===== src/rtl/gc_ctrl_pkg.sv =====
// gc_ctrl_pkg: shared widths, state encoding and AXI response codes for the
// Garnet global-controller control-port arbiter.
package gc_ctrl_pkg;
   localparam int GC_ADDR_W = 12;
   localparam int GC_DATA_W = 32;
   localparam logic [1:0] RRESP_OKAY = 2'b00;
   typedef enum logic [2:0] {IDLE, WRITE, RD_ADDR, RD_DATA, RESP} state_t;
endpackage


===== src/rtl/rr_arbiter.sv =====
// rr_arbiter: combinational round-robin grant; picks the first request at or
// after the pointer, wrapping modulo NUM_REQ. One-hot (or zero) grant.
module rr_arbiter #(
   parameter int NUM_REQ = 2,
   parameter int PW = (NUM_REQ > 1) ? $clog2(NUM_REQ) : 1
) (
   input  logic [NUM_REQ-1:0] i_req,
   input  logic [PW-1:0]      i_ptr,
   output logic [NUM_REQ-1:0] o_gnt
);
   logic [PW-1:0] w_k;

   // scan from the farthest offset down so the nearest request wins
   always_comb begin
      o_gnt = '0;
      w_k = '0;
      for (int i = NUM_REQ - 1; i >= 0; i--) begin
         w_k = PW'((int'(i_ptr) + i) % NUM_REQ);
         if (i_req[w_k]) begin
            o_gnt = '0;
            o_gnt[w_k] = 1'b1;
         end
      end
   end
endmodule


===== src/rtl/gc_ctrl_arbiter.sv =====
// gc_ctrl_arbiter: shares the Garnet AXI4-lite control port among NUM_REQ
// requesters, round-robin, one transaction outstanding, with a timeout.
module gc_ctrl_arbiter
   import gc_ctrl_pkg::*;
#(
   parameter int NUM_REQ = 2,
   parameter int TIMEOUT_CYCLES = 1024,
   parameter int TO_W = 11
) (
   input  logic                           clk,
   input  logic                           reset_n,
   input  logic [NUM_REQ-1:0]             req_valid,
   output logic [NUM_REQ-1:0]             req_ready,
   input  logic [NUM_REQ-1:0]             req_write,
   input  logic [NUM_REQ*GC_ADDR_W-1:0]   req_addr,
   input  logic [NUM_REQ*GC_DATA_W-1:0]   req_wdata,
   output logic [NUM_REQ-1:0]             rsp_valid,
   output logic [GC_DATA_W-1:0]           rsp_rdata,
   output logic                           rsp_err,
   output logic [GC_ADDR_W-1:0]           gc_araddr,
   output logic                           gc_arvalid,
   input  logic                           gc_arready,
   input  logic [GC_DATA_W-1:0]           gc_rdata,
   input  logic [1:0]                     gc_rresp,
   input  logic                           gc_rvalid,
   output logic                           gc_rready,
   output logic [GC_ADDR_W-1:0]           gc_awaddr,
   output logic                           gc_awvalid,
   input  logic                           gc_awready,
   output logic [GC_DATA_W-1:0]           gc_wdata,
   output logic                           gc_wvalid,
   input  logic                           gc_wready
);
   localparam int PW = (NUM_REQ > 1) ? $clog2(NUM_REQ) : 1;

   state_t                 r_state;
   logic [PW-1:0]          r_ptr;
   logic [NUM_REQ-1:0]     r_gnt, r_rsp_valid;
   logic [GC_ADDR_W-1:0]   r_addr;
   logic [GC_DATA_W-1:0]   r_wdata, r_rsp_rdata;
   logic [TO_W-1:0]        r_to;
   logic                   r_arvalid, r_awvalid, r_wvalid, r_rready, r_rsp_err;
   logic [NUM_REQ-1:0]     w_gnt;
   logic [PW-1:0]          w_idx;
   logic                   w_wr, w_to, w_wr_done;
   logic [GC_ADDR_W-1:0]   w_addr;
   logic [GC_DATA_W-1:0]   w_wdata;

   rr_arbiter #(.NUM_REQ(NUM_REQ), .PW(PW)) u_rr (
      .i_req (req_valid),
      .i_ptr (r_ptr),
      .o_gnt (w_gnt)
   );

   always_comb begin
      w_idx = '0;
      w_wr = 1'b0;
      w_addr = '0;
      w_wdata = '0;
      for (int i = 0; i < NUM_REQ; i++)
         if (w_gnt[i]) begin
            w_idx = PW'(i);
            w_wr = req_write[i];
            w_addr = req_addr[i*GC_ADDR_W +: GC_ADDR_W];
            w_wdata = req_wdata[i*GC_DATA_W +: GC_DATA_W];
         end
   end

   assign w_to      = r_to >= TO_W'(TIMEOUT_CYCLES - 1);
   assign w_wr_done = (!r_awvalid || gc_awready) && (!r_wvalid || gc_wready);

   assign req_ready  = (r_state == IDLE) ? w_gnt : '0;
   assign rsp_valid  = r_rsp_valid;
   assign rsp_rdata  = r_rsp_rdata;
   assign rsp_err    = r_rsp_err;
   assign gc_araddr  = r_addr;
   assign gc_awaddr  = r_addr;
   assign gc_wdata   = r_wdata;
   assign gc_arvalid = r_arvalid;
   assign gc_awvalid = r_awvalid;
   assign gc_wvalid  = r_wvalid;
   assign gc_rready  = r_rready;

   always_ff @(posedge clk or negedge reset_n) begin
      if (!reset_n) begin
         r_state <= IDLE;
         r_ptr <= '0;
         r_gnt <= '0;
         r_addr <= '0;
         r_wdata <= '0;
         r_to <= '0;
         r_arvalid <= 1'b0;
         r_awvalid <= 1'b0;
         r_wvalid <= 1'b0;
         r_rready <= 1'b0;
         r_rsp_valid <= '0;
         r_rsp_rdata <= '0;
         r_rsp_err <= 1'b0;
      end else begin
         r_rsp_valid <= '0;
         r_to <= (r_state == IDLE || r_state == RESP) ? '0 : r_to + 1'b1;
         case (r_state)
            IDLE: if (|req_valid) begin
               r_gnt <= w_gnt;
               r_ptr <= (w_idx == PW'(NUM_REQ - 1)) ? '0 : w_idx + 1'b1;
               r_addr <= w_addr;
               r_wdata <= w_wdata;
               r_awvalid <= w_wr;
               r_wvalid <= w_wr;
               r_arvalid <= !w_wr;
               r_state <= w_wr ? WRITE : RD_ADDR;
            end
            // each write channel retires on its own ready; done once both have
            WRITE: begin
               r_awvalid <= r_awvalid && !gc_awready && !w_to;
               r_wvalid <= r_wvalid && !gc_wready && !w_to;
               if (w_wr_done || w_to) begin
                  r_rsp_valid <= r_gnt;
                  r_rsp_err <= !w_wr_done;
                  r_rsp_rdata <= '0;
                  r_state <= RESP;
               end
            end
            RD_ADDR: begin
               r_arvalid <= !gc_arready && !w_to;
               if (gc_arready) begin
                  r_rready <= 1'b1;
                  r_state <= RD_DATA;
               end else if (w_to) begin
                  r_rsp_valid <= r_gnt;
                  r_rsp_err <= 1'b1;
                  r_rsp_rdata <= '0;
                  r_state <= RESP;
               end
            end
            RD_DATA: if (gc_rvalid || w_to) begin
               r_rready <= 1'b0;
               r_rsp_valid <= r_gnt;
               r_rsp_rdata <= gc_rvalid ? gc_rdata : '0;
               r_rsp_err <= !gc_rvalid || (gc_rresp != RRESP_OKAY);
               r_state <= RESP;
            end
            RESP: r_state <= IDLE;
            default: r_state <= IDLE;
         endcase
      end
   end
endmodule


===== config.mk =====
export PLATFORM = sky130hd
export DESIGN_NAME = gc_ctrl_arbiter
export DESIGN_NICKNAME = d
export VERILOG_FILES = /design/src/rtl/gc_ctrl_pkg.sv /design/src/rtl/rr_arbiter.sv /design/src/rtl/gc_ctrl_arbiter.sv
export SDC_FILE = /design/constraint.sdc
export NUM_CORES = 1
export LEC_CHECK = 0
export CORE_ASPECT_RATIO = 0.7
export CORE_UTILIZATION = 40
export DETAILED_ROUTE_END_ITERATION = 8
export HOLD_SLACK_MARGIN = 0.08
export PLACE_DENSITY = 0.81
export SYNTH_ARGS = -nofsm -noshare
export SYNTH_HDL_FRONTEND = slang
export SYNTH_HIERARCHICAL = 1
export SYNTH_SLANG_ARGS = --single-unit

===== constraint.sdc =====
create_clock -name clk -period 4.25 [get_ports clk]
set_clock_uncertainty 0.15 [all_clocks]
set_input_delay 0.85 -clock clk [delete_from_list [all_inputs] [get_ports clk]]
set_output_delay 0.85 -clock clk [all_outputs]
set_load 0.01 [all_outputs]

==> results.ini <==
[logic_synthesis]
mappedNetlistNets=550
postSynthCellCount=417
syn_area_per_cell_sq_um=10.6
netlist_area_sq_mm=0.00441
ys.flop_type=dfrtp_1
synth_top_area_share_pct=56.7
synth_edf_count=0
synth-seq-area-share_pct=56.7
synth_seq_cells=100
yosysMostFrequentCell=nor2_1
yosysUniqueCellTypes=44
yosys-top-cells-area=dfrtp_1 57%, nor2_1 8.6%, a221oi_1 8.3%
ys_top_cells_by_count=101 x nor2_1, 100 x dfrtp_1, 42 x a221oi_1
yosysWarningCount=6
synthArstFlopShare_pct=100
synth_top_area_cell=dfrtp_1

[power]
switching_share_pct=35.2
power_frac_comb_pct=47.4
p_seq_share_pct=34.4
power_leakage_uw=0.00299
p_sw_uw=1610
p_int_uw=2980
powerDensity_mw_per_mm2=654
irDropWorstVdd_uv=403
p_clk_share_pct=18.2

[global_routing]
grt_pass1_vias=4059
antenna_found_initial=0
grt_max_degree=57
met2_usage_pct=40.1
grt_usage_pct=23.0
gr-total-overflow=0
grt_first_pass_wirelength_um=20600
met1_usage_pct=27.1
met3_usage_pct=8.10
grt_busiest_layer=met2

[critical_path]
crit_top_cell=clkdlybuf4s50_1
end_kind=primary output
crit_chain=clkdlybuf4s50_1 -> a21boi_1 -> and2_1 -> clkdlybuf4s50_1
cp_slowest_cell=clkdlybuf4s50_1
rr_startpoint=r_ptr
r2r-end=r_state[0]
critPathLaunch=req_valid[0]
setup.worst_path.start_class=input port
cp_data_arrival_time_ps=2550
criticalPathCategory=input port to primary output
cp.required_ps=3250
r2r_setup_slack_ps=1520
max_stage_delay_ps=610
reg2reg_depth=5
cpLargestDelayFamily=buffers and inverters
cp_num_buf_inv=2
worstPathMaxFanout=5
cp.depth=4

[cts]
cts_tree=built
cts_resized=0
cts_hold_buf=0
htree_num_levels=3
post_cts_buffers=0
clk_pin_slew_ps=60
clkLatencyLatePin_ps=330
cts_sinks=100
numCtsBuffers=9
clockBufferDepth=2
cts_root_buf=clkbuf_16

[sta]
slew_viol_final=0
hold_viol_final=0
setup_violations=0
layout_worst_path_cycle_share_pct=83.4
timing.final.crit_period_ps=3550
finalSetupTns_ps=0
fmax_mhz=282
rsz0062_at_grt=no
max_slew_margin_pct=30.9
worstMarginPinSlew_ps=1030

[cells_and_area]
antennaDiodeCount=0
nNetsFinal=753
syn_to_final_growth_pct=59.1
fin_area_sq_mm=0.00702
drive_above_1_share_pct=5.44

[floorplanning]
die_w_um=128
core-area_sq_mm=0.0106
rows=31
dieArea_sq_mm=0.0115
start_util_pct=41.8
die_h_um=89.9
num_io_pins=229

[route]
wl_per_cell_um=16.9
viasPerCell=5.25
finalWirelength_um=13100
first_pass_iters=4
ant_nets=0
drc_errors=0
vias=4061
drtIter0Drc=167

[hold_path]
whs_path_depth=2
hp-start=r_gnt[0]
min_to=r_gnt[0]
hold_path.class=flop to flop

[placement]
hpwlAfterDp_um=9570
portBuffers=228
gp_congestion=0.820
placed_cell_area_sq_mm=0.00671

[outcome]
outcome=completed

[flow_run]
maxCapViolCount=0

-- cell families (layout without fill, tap and decap cells) --
family          count (synthesis)  count (layout)  share of synthesized area, %
mux                             1               1                         0.255
xor+xnor                        7               7                          1.39
fa+ha+maj                       1               1                         0.283
flops                         100             100                          56.7
buf+inv                        49             257                          6.41
simple gates                  151             151                          14.7
compound gates                108             108                          20.2
-- sequential cells by signal, indices dropped and copies added, names as in the netlist --
register	flops
gc_wdata	32
rsp_rdata	32
gc_araddr	12
r_to	11
r_state	3
r_gnt	2
rsp_valid	2
gc_arvalid	1
gc_awvalid	1
gc_rready	1
gc_wvalid	1
r_ptr	1
rsp_err	1
-- worst max path at each step --
stage,to
final,req_ready[0]
after global routing,r_state[0]
after CTS,req_ready[0]
after detailed placement,r_state[0]
after global placement,r_state[0]
after floorplan,req_ready[1]
-- cells in the final DEF (no fill, tap or decap), types with 2 or more instances in the layout --
master,count
inv_1,6
nand4_1,3
nand2_1,22
nor2b_1,4
a21o_1,3
clkbuf_8,2
a22oi_1,2
a21oi_1,8
a221oi_1,42
o21ai_0,6
buf_4,8
or3_1,2
xor2_1,6
nor2_1,101
clkinv_4,2
and2_1,4
clkdlybuf4s50_1,227
a22o_1,32
nor2b_4,2
clkbuf_16,9
dfrtp_1,100
nand3_1,4
o22ai_1,3
-- layer usage --
| layer | up-vias | wire, um | share of wire, % |
|---|---|---|---|
| met5 | - | 0 | 0 |
| met4 | 0 | 178 | 1.4 |
| met3 | 15 | 1260 | 9.6 |
| met2 | 177 | 6400 | 49 |
| met1 | 1979 | 5240 | 40 |
| li1 | 1890 | - | - |
-- worst reg2reg max path: cells and delay by family, from the launching register on --
kind	cells	cell delay (ps)
AO/OA/AOI/OAI	4	1210
AND/OR/NAND/NOR	1	910
flip-flops	1	400
-- per-stage QoR --
step	hold slack [ps]	instances	total power [uW]	utilization (%)	worst slack [ps]
2_1_floorplan	288	417	2720	-	1320
4_1_cts	340	773	4640	66.5	720
5_1_grt	354	773	4890	66.5	533
3_3_place_gp	302	757	3710	63.6	454
3_5_place_dp	312	757	3780	63.6	399
6_report	336	773	4590	66.5	704
-- power groups by stage --
stage	clock, uW	sequential (uW)	combinational, uW
2_1_floorplan	0	1690	1020
3_3_place_gp	0	1570	2140
3_5_place_dp	0	1590	2190
4_1_cts	854	1580	2200
5_1_grt	889	1630	2370
6_report	834	1580	2180
-- layout make-up --
cell class              instances  area, sq um
repair buffers                235         2330
clock buffers                  11          253
inverters                       6         22.5
flip-flops and latches        100         2500
multi-input cells             268         1670
clock inverters                 5         60.1
fillers                       827         3530
well taps                     148          185
Note: power is estimated with default switching activity, not from simulation.
